[src/rtl/pack_out_reg.sv]
// Output register slice for the word packer.
// Holds one packed word with its count and last flag until accepted.
module pack_out_reg #(
  parameter int DW = 64,
  parameter int CW = 3
) (
  input  logic          clk,
  input  logic          rst,
  input  logic          load_i,
  input  logic [DW-1:0] data_i,
  input  logic [CW-1:0] count_i,
  input  logic          last_i,
  input  logic          ready_i,
  output logic          free_o,
  output logic          valid_o,
  output logic [DW-1:0] data_o,
  output logic [CW-1:0] count_o,
  output logic          last_o
);

  logic          valid_q, valid_d;
  logic [DW-1:0] data_q, data_d;
  logic [CW-1:0] count_q, count_d;
  logic          last_q, last_d;

  assign free_o = !valid_q || ready_i;

  always_comb begin
    valid_d = valid_q;
    data_d  = data_q;
    count_d = count_q;
    last_d  = last_q;
    if (load_i) begin
      valid_d = 1'b1;
      data_d  = data_i;
      count_d = count_i;
      last_d  = last_i;
    end else if (ready_i) begin
      valid_d = 1'b0;
    end
  end

  always_ff @(posedge clk) begin
    if (rst) begin
      valid_q <= 1'b0;
      data_q  <= '0;
      count_q <= '0;
      last_q  <= 1'b0;
    end else begin
      valid_q <= valid_d;
      data_q  <= data_d;
      count_q <= count_d;
      last_q  <= last_d;
    end
  end

  assign valid_o = valid_q;
  assign data_o  = data_q;
  assign count_o = count_q;
  assign last_o  = last_q;

endmodule

[src/rtl/buffer_pack.sv]
// Serial-to-parallel packer: groups NUM input words into one wide word.
// Newest word lands in slot 0; a group may close early on s_last.
module buffer_pack #(
  parameter int NUM   = 4,
  parameter int WIDTH = 16
) (
  input  logic                    clk,
  input  logic                    rst,
  input  logic                    s_valid,
  output logic                    s_ready,
  input  logic [WIDTH-1:0]        s_data,
  input  logic                    s_last,
  output logic                    m_valid,
  input  logic                    m_ready,
  output logic [NUM*WIDTH-1:0]    m_data,
  output logic [$clog2(NUM+1)-1:0] m_count,
  output logic                    m_last
);

  localparam int DW = NUM * WIDTH;
  localparam int CW = $clog2(NUM + 1);

  logic [DW-1:0] acc_q, acc_d;
  logic [CW-1:0] cnt_q, cnt_d;
  logic          done_q, done_d;
  logic          last_q, last_d;

  logic          out_free;
  logic          xfer;
  logic          fire;
  logic [DW-1:0] acc_base;
  logic [DW-1:0] acc_shift;
  logic [CW-1:0] cnt_base;
  logic [CW-1:0] cnt_inc;

  assign s_ready = !done_q || out_free;
  assign fire    = s_valid && s_ready;
  assign xfer    = done_q && out_free;

  // A transfer empties acc in the same cycle a new beat may land in it.
  assign acc_base = xfer ? '0 : acc_q;
  assign cnt_base = xfer ? '0 : cnt_q;
  assign cnt_inc  = cnt_base + CW'(1);

  if (NUM == 1) begin : g_one
    assign acc_shift = s_data;
  end else begin : g_many
    assign acc_shift = {acc_base[(NUM-1)*WIDTH-1:0], s_data};
  end

  always_comb begin
    acc_d  = acc_base;
    cnt_d  = cnt_base;
    done_d = done_q && !xfer;
    last_d = xfer ? 1'b0 : last_q;
    if (fire) begin
      acc_d  = acc_shift;
      cnt_d  = cnt_inc;
      done_d = (cnt_inc == CW'(NUM)) || s_last;
      last_d = s_last;
    end
  end

  always_ff @(posedge clk) begin
    if (rst) begin
      acc_q  <= '0;
      cnt_q  <= '0;
      done_q <= 1'b0;
      last_q <= 1'b0;
    end else begin
      acc_q  <= acc_d;
      cnt_q  <= cnt_d;
      done_q <= done_d;
      last_q <= last_d;
    end
  end

  pack_out_reg #(
    .DW (DW),
    .CW (CW)
  ) u_out (
    .clk     (clk),
    .rst     (rst),
    .load_i  (xfer),
    .data_i  (acc_q),
    .count_i (cnt_q),
    .last_i  (last_q),
    .ready_i (m_ready),
    .free_o  (out_free),
    .valid_o (m_valid),
    .data_o  (m_data),
    .count_o (m_count),
    .last_o  (m_last)
  );

endmodule

[config.mk]
export PLATFORM = sky130hd
export DESIGN_NAME = buffer_pack
export DESIGN_NICKNAME = d
export VERILOG_FILES = /design/src/rtl/pack_out_reg.sv /design/src/rtl/buffer_pack.sv
export SDC_FILE = /design/constraint.sdc
export NUM_CORES = 1
export LEC_CHECK = 0
export BUFFER_PORTS_ARGS = -buffer_cell sky130_fd_sc_hd__buf_4
export CAP_MARGIN = 20
export CORE_MARGIN = 2
export CORE_UTILIZATION = 55
export DETAILED_ROUTE_END_ITERATION = 7
export PLACE_DENSITY = 0.83
export SYNTH_ARGS = -nofsm -noshare
export SYNTH_HDL_FRONTEND = slang
export SYNTH_HIERARCHICAL = 1
export SYNTH_SLANG_ARGS = --single-unit
[constraint.sdc]
create_clock -name clk -period 2.3 [get_ports clk]
set_input_delay 0.575 -clock clk [delete_from_list [all_inputs] [get_ports clk]]
set_output_delay 0.575 -clock clk [all_outputs]
set_load 0.03 [all_outputs]
-- Yosys cells after proc, flatten, opt, wreduce, memory -nomap -nowiden
Index checks and enable logic that the tools add are counted.
- register bits after elaboration: 138
- logic and storage cells: 31
- input bits: 21
- output and inout port bits: 70
- reduce and logical (&&, ||, !) cells: 11
- add/subtract/negate cells: 1
- equal/unequal tests: 1
- muxes and demuxes: 9
- operators by type and width (operator ; number):
    64-bit two-way mux ; 2
    3-bit two-way mux ; 2
    1-bit two-way mux ; 5
    2-bit nonzero test ; 2
    3-bit by 1-bit adder with 3-bit output (second input constant) ; 1
    3-bit equality test (second input constant) ; 1
    1-bit logical AND ; 3
    1-bit zero test ; 3
    1-bit logical OR ; 3

-- Logic depth before layout (Yosys ltp)
- word-level depth: 8
- mapped depth: 7

-- Cells and area by module
Netlist, hierarchy kept.
- modules (own cells, without submodules) (module ; times used ; cells an instance ; seq. area each (µm²) ; area each (µm²)):
    buffer_pack ; 1 ; 261 ; 1381.3 ; 2504.9
    pack_out_reg ; 1 ; 224 ; 1381.3 ; 2441.1

-- Least setup slack after synthesis
Ideal clock, no wire load.
- path type: input-to-reg
- start point: in m_ready
- end point: reg cnt_q[2]
- path slack: 0.311 ns
- cell stages on the path: 6
- arrival: 1.874 ns
- required time: 2.186 ns
- cells stage by stage: nand2b_1 -> and2_1 -> nor2b_1 -> ha_1 -> a31oi_1 -> a2111oi_0
- cells in the longest elaborated chain, start to end: 5
- elaborated cells between the ends (all ways): 7
- RTL lines (item ; RTL line ; source):
    start, declared ; buffer_pack.sv:14 ; input logic m_ready,
    1-bit logical OR * ; pack_out_reg.sv:26 ; assign free_o = !valid_q || ready_i;
    1-bit logical AND * ; buffer_pack.sv:38 ; assign xfer = done_q && out_free;
    named net xfer ; buffer_pack.sv:29 ; logic xfer;
    3-bit two-way mux * ; buffer_pack.sv:42 ; assign cnt_base = xfer ? '0 : cnt_q;
    3-bit by 1-bit adder with 3-bit output ; buffer_pack.sv:43 ; assign cnt_inc = cnt_base + CW'(1);
    3-bit two-way mux * ; buffer_pack.sv:56 ; if (fire) begin
    end signal, assigned ; buffer_pack.sv:72 ; cnt_q <= cnt_d;
    end, declared ; buffer_pack.sv:24 ; logic [CW-1:0] cnt_q, cnt_d;
Mark *: on every way through the listed nets, which the timed path passes. The rest lies on a longest branch.
A chain may end at the register's enable or synchronous reset.

-- Worst setup path in the final report
- start point: reg done_q
- end point: out s_ready
- cells in the longest elaborated chain, start to end: 2
- RTL lines (item ; RTL line ; source):
    start, declared ; buffer_pack.sv:25 ; logic done_q, done_d;
    start signal, assigned ; buffer_pack.sv:73 ; done_q <= done_d;
    1-bit zero test ; buffer_pack.sv:36 ; assign s_ready = !done_q || out_free;
    1-bit logical OR ; buffer_pack.sv:36 ;
    end, declared ; buffer_pack.sv:10 ; output logic s_ready,
Every way passes these cells.

==> impl_metrics.yaml <==
yosys:
  yosysSeqAreaShare_pct: 55.9
  synth_commonest_cells: "dfxtp_1 (138), nor2_1 (125), mux2i_1 (69)"
  synth_seq_cells: 138
  yosysMostFrequentCell: "dfxtp_1"
  netlist_instances: 485
  synth_compound_area_share_pct: 11.3
  synth-simple-area-share_pct: 12.5
  synth-xor-area-share_pct: 0.177
  synth_top_area_cell: "dfxtp_1"
  muxShareOfSynthArea_pct: 14.2
  syn-num-nets: 508
  synth_area_leaders: "dfxtp_1 (56%), mux2i_1 (14%), nor2_1 (9.5%)"
  synth_edf_count: 0
  synth_top_area_share_pct: 55.9
  synth_top_family_by_area: "multiplexers"
  async_flop_share_pct: 0
  synthFlopType: "dfxtp_1"
  synth_cell_types: 32
  syn_area_per_cell_um2: 10.2
  syn_area_um2: 4950
  synthAdderAreaFrac_pct: 0.506
  ys_warn_count: 6
clocking:
  clock_latency_ns: 0.52
  cts_tree: "built"
  ctsRootBufferMaster: "clkbuf_8"
  clkSinkCount: 138
  cts.htree.levels: 4
  cts_setup_buffers: 0
  cts_buffer_depth: 2
  cts_buffers: 17
  cts_hold_buf: 0
  path_clk_slew_ns: 0.06
  cts_resized: 0
finish:
  antenna_cells: 0
  multi_input_area_um2: 1940
  fin_util_pct: 71.2
  nNetsFinal: 585
  fillers: 601
  layout-drive-gt1-share_pct: 23.7
  ff_latch_area_um2: 2760
  fin_cells: 683
  syn_to_final_growth_pct: 25.5
drt:
  drtAntennaViolNets: 0
  viasPerCell: 5.69
  met1_length_mm: 5.14
  drc: 0
  dr_wl_met2_mm: 5.67
  wire_per_inst_um: 17.1
  vias: 3883
  dr_wl_met3_um: 644
  routed_wl_mm: 11.7
  first_pass_iters: 5
  first_iter_violations: 277
  highest-signal-layer: "met4"
worst_setup_path:
  max_stage_delay_ns: 0.59
  worstPathArrival_ns: 1.65
  critPathKind: "reg2out"
  crit_fanout: 10
  crit_path_start_kind: "flip-flop"
  slowest_stage: "dfxtp_1"
  end_kind: "primary output"
  worstPathCellList: "nor2b_4 -> inv_2 -> buf_4"
  critPathRequiredTime_ns: 1.73
placement:
  hpwl_mm: 7.23
  io_buffers: 90
  dpl.cell_count: 651
  gp_congestion: 0.820
power:
  clkPwrFrac_pct: 48.2
  p_int_w: 0.00410
  netSwitchingFraction_pct: 23.3
  total_power_w: 0.00535
  p_per_area_nw_per_um2: 863
  power.share.sequential_pct: 46.2
  p_sw_w: 0.00125
  pwr-share-comb_pct: 5.6
  p_leak_nw: 2.47
  ir_worst_vdd_mv: 0.561
sta:
  final-hold-violation-count: 0
  setup-violations-final: 0
  post-route-min-period_ns: 2.22
  slew_headroom_pct: 64.0
  rsz0062_at_grt: "no"
  fmax_ghz: 0.450
  clock_skew_ns: 0.00841
  min_period_over_period_pct: 96.5
  tns_ns: 0
  worst_pin_slew_ns: 0.539
  slew_violations: 0
floorplanning:
  start_util_pct: 56.7
  row_count: 34
  io_pins: 91
  core_um2: 8720
  die_w_um: 98.8
  die_area_um2: 9770
  dieHeight_um: 98.8
global_routing:
  grt_pass1_vias: 3689
  overflow: 0
  antenna_found_initial: 0
  track_usage_pct: 24.5
  grt_pass1_wl_mm: 19.0
  grt_max_degree: 71
min_path:
  hold_class: "in2reg"
run_status:
  status: "complete, no violations"
run:
  drv_cap: 0
layout make-up:
cell class,instances,share of cell area (%)
tap,108,2.18
multi-input combinational,303,31.2
clock inverter,13,2.38
sequential,138,44.5
inverter,3,0.181
timing repair buffer,99,12.8
clock buffer,19,6.79
worst max-delay path: cells and delay by family (launching register included):
family | cells | cell delay [ns]
buffers and inverters | 2 | 0.25
AND/OR/NAND/NOR | 1 | 0.29
flip-flops | 1 | 0.59
power groups by stage:
stage,logic [W],registers [W],clock network [W]
after floorplan,0.000206,0.00252,0
after global placement,0.000282,0.00252,0
after detailed placement,0.000291,0.00252,0
after CTS,0.000295,0.00247,0.00260
after global routing,0.000321,0.00248,0.00271
final,0.000297,0.00247,0.00258
through the flow:
step                area, um2  hold WS (ns)  setup slack [ns]
finish                   6210         0.308            0.0794
global route             6210         0.321           0.00367
CTS                      6210         0.297            0.0711
detailed placement       5640         0.472             0.136
global placement         5640         0.465             0.260
floorplan                4950         0.444             0.311
routing by layer:
layer	track usage, %	vias up
met2	39.2	137
met1	32.1	1882
met3	6.31	22
met5	0	-
li1	-	1842
met4	8.75	0
layout by cell type, fill, tap and decap left out, types with 4 or more instances in the layout:
cell type  netlist  layout
dfxtp_1        138     138
nor2_1         125     125
buf_4           11      95
mux2i_1         69      69
a22oi_1         40      40
a32oi_1         18      18
nand2_1         17      17
clkbuf_16        0      16
a21oi_1         12      12
clkinv_4         0       7
buf_12           0       4
cells by family (layout without fill, tap and decap cells):
family / count (synthesis) / in the layout
adders and majority gates: 2 / 2
AOI/OAI and AO/OA: 76 / 76
buffers and inverters: 44 / 134
and+or+nand+nor: 154 / 154
DFF: 138 / 138
xor gates and xnor gates: 1 / 1
muxes: 70 / 70
state kept, by name, summed over array words and instances (netlist names):
signal	cells
u_out/last_o	1
u_out/data_o	64
done_q	1
u_out/valid_o	1
cnt_q	3
u_out/count_o	3
acc_q	64
last_q	1
worst paths after layout:
path,from,depth (start not counted),slack (ns),end
max,done_q$_SDFF_PP0_,3,0.08,s_ready
min,s_data[8],3,0.31,acc_q[8]$_SDFF_PP0_
max reg2reg,done_q$_SDFF_PP0_,5,0.43,cnt_q[2]$_SDFF_PP0_
min reg2reg,acc_q[11]$_SDFF_PP0_,2,0.49,acc_q[27]$_SDFF_PP0_
No activity file was read; power rests on OpenSTA's default activity.
